**config.mk**
```make
export PLATFORM = sky130hd
export DESIGN_NAME = pipe_latch
export DESIGN_NICKNAME = d
export VERILOG_FILES = /design/src/rtl/pipe_latch.sv
export SDC_FILE = /design/constraint.sdc
export NUM_CORES = 1
export LEC_CHECK = 0
export CORE_MARGIN = 3
export CORE_UTILIZATION = 54
export DETAILED_ROUTE_END_ITERATION = 12
export GPL_TIMING_DRIVEN = 0
export PLACE_DENSITY = 0.82
export SETUP_SLACK_MARGIN = 0.4
export SLEW_MARGIN = 10
export SYNTH_ARGS = -nofsm -noshare
export SYNTH_HDL_FRONTEND = slang
export SYNTH_SLANG_ARGS = --single-unit
```
**constraint.sdc**
```tcl
create_clock -name CLK -period 2.1 [get_ports CLK]
set_input_delay 0.525 -clock CLK [delete_from_list [all_inputs] [get_ports CLK]]
set_output_delay 0.525 -clock CLK [all_outputs]
set_load 0.02 [all_outputs]
```
**src/rtl/pipe_latch.sv**
```systemverilog
// pipe_latch: pipeline stage latch between two stages, with a 1-entry
// (SKID=0) or 2-entry skid (SKID=1) valid/ready handshake.
//
// Ports:
//   CLK        rising-edge clock
//   nRST       synchronous active-low reset
//   in_valid   upstream payload present
//   in_data    upstream payload (WIDTH bits)
//   in_ready   latch can accept this cycle (registered decode when SKID=1)
//   out_valid  latch holds a payload
//   out_data   oldest held payload, BUBBLE when empty
//   out_ready  downstream consumes out_data this cycle
//   flush      squash all held payloads
//   occupancy  number of held payloads (0..2)
module pipe_latch #(
  parameter int unsigned      WIDTH  = 32,
  parameter int unsigned      SKID   = 1,
  parameter logic [WIDTH-1:0] BUBBLE = '0
) (
  input  logic             CLK,
  input  logic             nRST,
  input  logic             in_valid,
  input  logic [WIDTH-1:0] in_data,
  output logic             in_ready,
  output logic             out_valid,
  output logic [WIDTH-1:0] out_data,
  input  logic             out_ready,
  input  logic             flush,
  output logic [1:0]       occupancy
);

  typedef enum logic [1:0] {
    S_EMPTY = 2'd0,
    S_ONE   = 2'd1,
    S_TWO   = 2'd2
  } state_t;

  state_t           r_state;
  state_t           w_next;
  logic [WIDTH-1:0] r_main;
  logic [WIDTH-1:0] w_skid;
  logic             w_accept;
  logic             w_drain;
  logic             w_load_main;
  logic             w_main_from_skid;
  logic             w_load_skid;

  assign w_accept = in_valid & in_ready;
  assign w_drain  = out_valid & out_ready;

  // State register
  always_ff @(posedge CLK) begin
    if (!nRST) begin
      r_state <= S_EMPTY;
    end else begin
      r_state <= w_next;
    end
  end

  // Next-state and data-load strobes
  always_comb begin
    w_next           = r_state;
    w_load_main      = 1'b0;
    w_main_from_skid = 1'b0;
    w_load_skid      = 1'b0;
    case (r_state)
      S_EMPTY: begin
        if (w_accept) begin
          w_next      = S_ONE;
          w_load_main = 1'b1;
        end
      end
      S_ONE: begin
        if (w_accept && !w_drain) begin
          // Unreachable with SKID=0: there in_ready in ONE implies out_ready.
          if (SKID != 0) begin
            w_next      = S_TWO;
            w_load_skid = 1'b1;
          end
        end else if (w_accept && w_drain) begin
          w_load_main = 1'b1;
        end else if (w_drain) begin
          w_next = S_EMPTY;
        end
      end
      S_TWO: begin
        if (w_drain) begin
          w_next           = S_ONE;
          w_load_main      = 1'b1;
          w_main_from_skid = 1'b1;
        end
      end
      default: w_next = S_EMPTY;
    endcase
    // Flush wins over any transition; data registers are left stale.
    if (flush) begin
      w_next      = S_EMPTY;
      w_load_main = 1'b0;
      w_load_skid = 1'b0;
    end
  end

  // Outputs decoded from registered state (plus out_ready when SKID=0)
  always_comb begin
    out_valid = (r_state != S_EMPTY);
    occupancy = r_state;
    out_data  = out_valid ? r_main : BUBBLE;
    if (SKID != 0) begin
      in_ready = (r_state != S_TWO);
    end else begin
      in_ready = (r_state == S_EMPTY) | out_ready;
    end
  end

  // Main (head) register
  always_ff @(posedge CLK) begin
    if (!nRST) begin
      r_main <= '0;
    end else if (w_load_main) begin
      r_main <= w_main_from_skid ? w_skid : in_data;
    end
  end

  // Skid register exists only in the 2-entry configuration
  generate
    if (SKID != 0) begin : g_skid
      logic [WIDTH-1:0] r_skid;
      always_ff @(posedge CLK) begin
        if (!nRST) begin
          r_skid <= '0;
        end else if (w_load_skid) begin
          r_skid <= in_data;
        end
      end
      assign w_skid = r_skid;
    end else begin : g_no_skid
      logic w_unused_skid_load;
      assign w_unused_skid_load = w_load_skid;
      assign w_skid             = '0;
    end
  endgenerate

endmodule

```
==> run metrics, run 1 <==
status completed; die area 7050 sq um; post-synthesis mux area share 10.1%; setup TNS 0 ps; Final Critical Period 1980 ps; first-pass GRT wire length 15700 um; slew margin rel. 56.2%; I/O pins 73; Clk Latency, worst-skew pair 350 ps; largest net degree at the start of global routing 12; CTS buffer count 9; Starting Density 57.5%; Setup Skew 9.42 ps; Max Cap Viol 0; VDD IR max 0.525 mV; worst slew pin tran 658 ps; Max Fanout on Critical Path 6; Vias 3569; slowest stage delay, CP 340 ps; Synth Area in Compound Gates 28.0%; Seq cells post-synth 66; WP buf/inv 5; syn_nets 398; H-tree levels 3; Final Hold Vio Count 0; initial antenna violation count 0; crit-path most repeated cell buf_6; crit path max-delay cell type dfxtp_2; CTS max path bufs 2; vias in the first global route 3195; crit share post-route 94.4%; post-route insts no fill 532; clock sinks 66; pwr dens 651 nW/um^2; root buf cell clkbuf_8; Netlist cell types 25; Pins Over Slew Limit 0; Largest delay share family, worst path buffers and inverters; GRT Util Overall 27.4%; Critical Path RT 1570 ps; Placed Cells 505; xor and xnor area share after synthesis 0%; Avg Cell Area, Syn 9.09 sq um; FMAX 505 MHz; worst-path cell chain buf_6 > nor2_4 > buf_12 > buf_8 > buf_6 > nor2b_4 > buf_6; crit end category output port; Final Util 84.6%; clk slew on worst S/H paths 70 ps; mapped cell area 3280 sq um; Synth Area in Simple Gates 13.6%; fraction of layout cells with a size suffix above 1 34.1%; starting DRC count in detailed routing 313; gp weighted congestion 0.798; Pleak 1.91 nW; RSZ-0062 raised after global routing true; DP Wirelength 6400 um; ANT cells 0; # DRC 0; main combinational cell family by area after synthesis compound AO/OA/AOI/OAI gates; Gate Count Post-Synth 361; router iterations before antenna repair 7; DRT Wirelength 10900 um; I/O Buffers 72; register area share after synthesis 40.2%; Warnings, synthesis 0; CP arrival 1460 ps; DR vias/cell 6.71; Synth Area in Adders 0%; antenna-violating nets left 0; die height 84.0 um; fill count 303; CTS tree built; drt wl/cell 20.4 um; Overflow after GRT 0; core area 5710 sq um; Hold Path Class primary input to flip-flop; Power, Total 3.15 mW; Syn-to-layout area delta 47.2%; Post-layout nets 492; row count 27; CP Class flip-flop to output port; Die X 84.0 um; CP startpoint kind flip-flop; Setup violations, final 0
## logic make-up (layout without fill, tap and decap cells)
family                 after synthesis  after routing
and+or+nand+nor                     77             77
buffers and inverters               53            152
DFF                                 66             66
AOI/OAI and AO/OA                  132            132
muxes                               33             33
## power by group
group	switching, mW	total, mW	internal [mW]
logic	0.277	0.534	0.257
registers	0.0326	1.34	1.30
clock network	0.495	1.28	0.783
## synthesized netlist by cell type
library cell,instances,area (sq um)
a211oi_1,1,7.51
a21bo_4,1,16.3
a21oi_1,33,165
a311oi_1,64,561
and4bb_1,1,12.5
buf_2,16,80.1
buf_4,6,45.0
buf_6,3,33.8
clkbuf_1,25,93.8
dfxtp_1,66,1320
inv_1,1,3.75
inv_2,2,7.51
mux2i_1,33,330
nand2_1,3,11.3
nand2b_1,2,12.5
nand3_1,32,160
nand3b_1,1,7.51
nand4bb_1,1,11.3
nor2_1,2,7.51
nor2b_1,33,206
nor4bb_1,1,10.0
o21ai_0,27,135
o21ai_1,5,25.0
o21ba_2,1,10.0
or3b_2,1,8.76
## through the flow
step | setup slack [ps] | area (sq um) | hold slack [ps]
finish | 118 | 4830 | 469
global route | 89.2 | 4830 | 481
CTS | 23.9 | 4410 | 476
detailed placement | -472 | 4090 | 466
global placement | -460 | 4090 | 459
floorplan | 339 | 3280 | 453
## flip-flops by register name (all words and copies together), names as in the netlist
signal and flops:
occupancy 2, g_skid.r_skid 32, r_main 32
## cell type report
class                      instances  area [sq um]  area share [%]
inverter                           3          11.3           0.233
multi-input combinational        242          2020            41.8
buffer                            50           365            7.56
clock buffer                      10           128            2.64
tap                               72          90.1            1.86
clock inverter                     6           105            2.18
sequential                        66          1320            27.4
timing repair buffer              83           788            16.3
## per-layer routing
| metal | global-route usage [%] | vias up | share of wire, % | wire length [um] |
|---|---|---|---|---|
| met2 | 45.2 | 226 | 49 | 5380 |
| li1 | - | 1570 | - | - |
| met5 | 0 | - | 0 | 0 |
| met4 | 10.2 | 0 | 2.4 | 265 |
| met1 | 35.2 | 1736 | 39 | 4240 |
| met3 | 5.63 | 37 | 9.0 | 979 |
## worst register-to-register path, stage by stage (launching register included)
cell	delay, ps
dfxtp_2	330
buf_6	120
buf_4	170
nand4bb_2	350
clkbuf_2	260
o21ai_0	260
a21oi_1	110
## path summary, 6_finish.rpt
| check | start | end | slack, ps | cells past startpoint |
|---|---|---|---|---|
| worst max-delay path | occupancy[1] | out_data[6] | 120 | 7 |
| worst min-delay path | out_ready | occupancy[1] | 470 | 2 |
| worst max register to register | occupancy[1] | g_skid.r_skid[24] | 370 | 6 |
| worst min register to register | g_skid.r_skid[15] | g_skid.r_skid[15] | 480 | 2 |
## layout by cell type (no fill, tap or decap), drive strengths merged
| cell type | count |
|---|---|
| nor4bb | 1 |
| nand2b | 2 |
| nor2 | 2 |
| bufinv | 3 |
| and4bb | 1 |
| buf | 65 |
| clkinv | 3 |
| o21ai | 32 |
| a211oi | 1 |
| a311oi | 64 |
| nand3b | 1 |
| nand4bb | 1 |
| nand2 | 3 |
| or3b | 1 |
| dfxtp | 66 |
| mux2i | 33 |
| a21bo | 1 |
| a21oi | 33 |
| clkbuf | 42 |
| inv | 3 |
| nor2b | 33 |
| nand3 | 32 |
| o21ba | 1 |
| clkdlybuf4s50 | 33 |
| dlygate4sd2 | 3 |
## repair_timing
item / 4_1_cts / 5_1_grt
gates resized for setup: 95 / 213
setup endpoints to repair: 102 / 93
pin swaps: 2 / 16
cloned: 1 / 1
hold buffers: 0 / 0
buffers inserted: 6 / 3
Note: power is estimated with default switching activity, not from simulation.
==> run 2: changes to the inputs <==
GPL_ROUTABILITY_DRIVEN = 0   (was default)
==> results of run 2 <==
The final DEF is identical to that of run 1; final timing and power are the same.
==> run 3: changes to the inputs <==
SKIP_CTS_REPAIR_TIMING = 1   (was default)
==> run metrics, run 3 (synthesized netlist as in run 1, its figures left out) <==
status completed; I/O pins 73 (unchanged); die height 84.0 um (unchanged); Max Fanout on Critical Path 9 (+3); GR Util met3 5.73% (+0.099 points); largest net degree at the start of global routing 12 (unchanged); antenna-violating nets left 0 (unchanged); core area 5710 sq um (unchanged); switching share of power 26.7% (+1.1 points); CP startpoint kind flip-flop; Switch Pwr 0.855 mW (+6.3%); CTS tree built; Power, Total 3.21 mW (+1.9%); post-route insts no fill 535 (+0.56%); Critical Path RT 1570 ps (about the same); CP Class flip-flop to output port; Pleak 1.97 nW (+2.8%); Hold Path Class flip-flop to flip-flop; DP Wirelength 6400 um (unchanged); # DRC 0 (unchanged); fraction of layout cells with a size suffix above 1 35.4% (+1.3 points); CTS buffer count 9 (unchanged); internal power 2.35 mW (+0.38%); met2 usage 44.1% (-1.1 points); PnR worst setup slack 51.2 ps (-67.3 ps); Overflow after GRT 0 (unchanged); worst slack, placed -472 ps (unchanged); Comb pwr share 17.8% (+0.8 points); Final Critical Period 2050 ps (+67.3 ps); Placed Cells 505 (unchanged); Final Hold Vio Count 0 (unchanged); ANT cells 0 (unchanged); crit end category output port; Seq. cell area 1320 sq um (unchanged); DR vias/cell 6.85 (+2.1%); Vias 3665 (+2.7%); Pins Over Slew Limit 0 (unchanged); RSZ-0062 raised after global routing true; DRT Wirelength 12500 um (+15%); CP arrival 1520 ps (+60 ps); Syn-to-layout area delta 49.7%; drt wl/cell 23.4 um (+15%); Final Util 86.1% (+1.4 points); Setup violations, final 0 (unchanged); post-route cell area 4910 sq um (+1.7%); die area 7050 sq um (unchanged); multi-input logic area 2040 sq um (+0.74%); Clk Latency, worst-skew pair 350 ps (about the same); FMAX 488 MHz (-3.3%); I/O Buffers 72 (unchanged); crit share post-route 97.6% (+3.2 points); row count 27 (unchanged); clock power share 40.5% (about the same); clk slew on worst S/H paths 70 ps (about the same); initial antenna violation count 0 (unchanged); Die X 84.0 um (unchanged); worst slew pin tran 810 ps (+153 ps); vias in the first global route 3140 (-1.7%); GRT Util Overall 26.7% (-0.66 points); Post-layout nets 495 (+0.61%); most frequent cells in the layout dfxtp_1, a311oi_2, clkdlybuf4s50_1, nand3_1, a21oi_1; gr busiest metal met2; slew margin rel. 46.0% (-10 points); first-pass GRT wire length 15300 um (-2.2%); Setup Skew 11.9 ps (+2.50 ps); Starting Density 57.5% (unchanged); leading cell type in the layout, fill and taps excluded dfxtp_1; fill count 300 (-0.99%); router iterations before antenna repair 5 (-2); clock sinks 66 (unchanged); CTS max path bufs 2 (unchanged); pwr dens 653 nW/um^2 (+0.18%); Area after DPL 4090 sq um (unchanged); Seq pwr share 41.6% (-0.8 points); root buf cell clkbuf_8; global routing usage on met1 34.7% (-0.55 points); starting DRC count in detailed routing 293 (-6.4%); VDD IR max 0.484 mV (-7.8%); H-tree levels 3 (unchanged); Max Cap Viol 0 (unchanged)
## run 3: layout make-up
cell class	instances	area share (%)
Tap cell	72	1.83
Multi-Input combinational cell	242	41.4
Inverter	3	0.229
Sequential cell	66	26.9
Buffer	50	8.02
Clock buffer	10	2.60
Timing Repair Buffer	86	16.8
Clock inverter	6	2.14
## run 3: metrics by stage
step | hold WS (ps) | TNS, ps
after CTS | 476 | -23940
after detailed placement | 466 | -23830
after global routing | 498 | 0
final | 474 | 0
after floorplan | 453 | 0
after global placement | 459 | -21620
## run 3: final timing paths
| path | slack [ps] | endpoint | depth (start not counted) | startpoint |
|---|---|---|---|---|
| worst min-delay path | 470 | g_skid.r_skid[13] | 2 | g_skid.r_skid[13] |
| worst max-delay path | 50 | out_data[18] | 5 | occupancy[1] |
| worst min register to register | 470 | g_skid.r_skid[13] | 2 | g_skid.r_skid[13] |
| worst max register to register | 220 | g_skid.r_skid[28] | 8 | occupancy[0] |
## run 3: power groups by stage
| stage | logic (mW) | clock network, mW | registers (mW) |
|---|---|---|---|
| 6_report | 0.572 | 1.30 | 1.34 |
| 2_1_floorplan | 0.238 | 0 | 1.35 |
| 4_1_cts | 0.415 | 1.27 | 1.33 |
| 5_1_grt | 0.598 | 1.34 | 1.34 |
| 3_3_place_gp | 0.403 | 0 | 1.35 |
| 3_5_place_dp | 0.413 | 0 | 1.35 |
## run 3: critical path: stages, from the launching register on
cell and delay, ps:
dfxtp_2 340, buf_6 150, nor2_4 280, buf_6 190, nor2b_1 60, buf_4 160
## run 3: layer usage
metal,vias up,part of all wire [%]
met3,58,8.5
met2,257,49
met4,0,4.1
met1,1769,39
met5,-,0
li1,1581,-
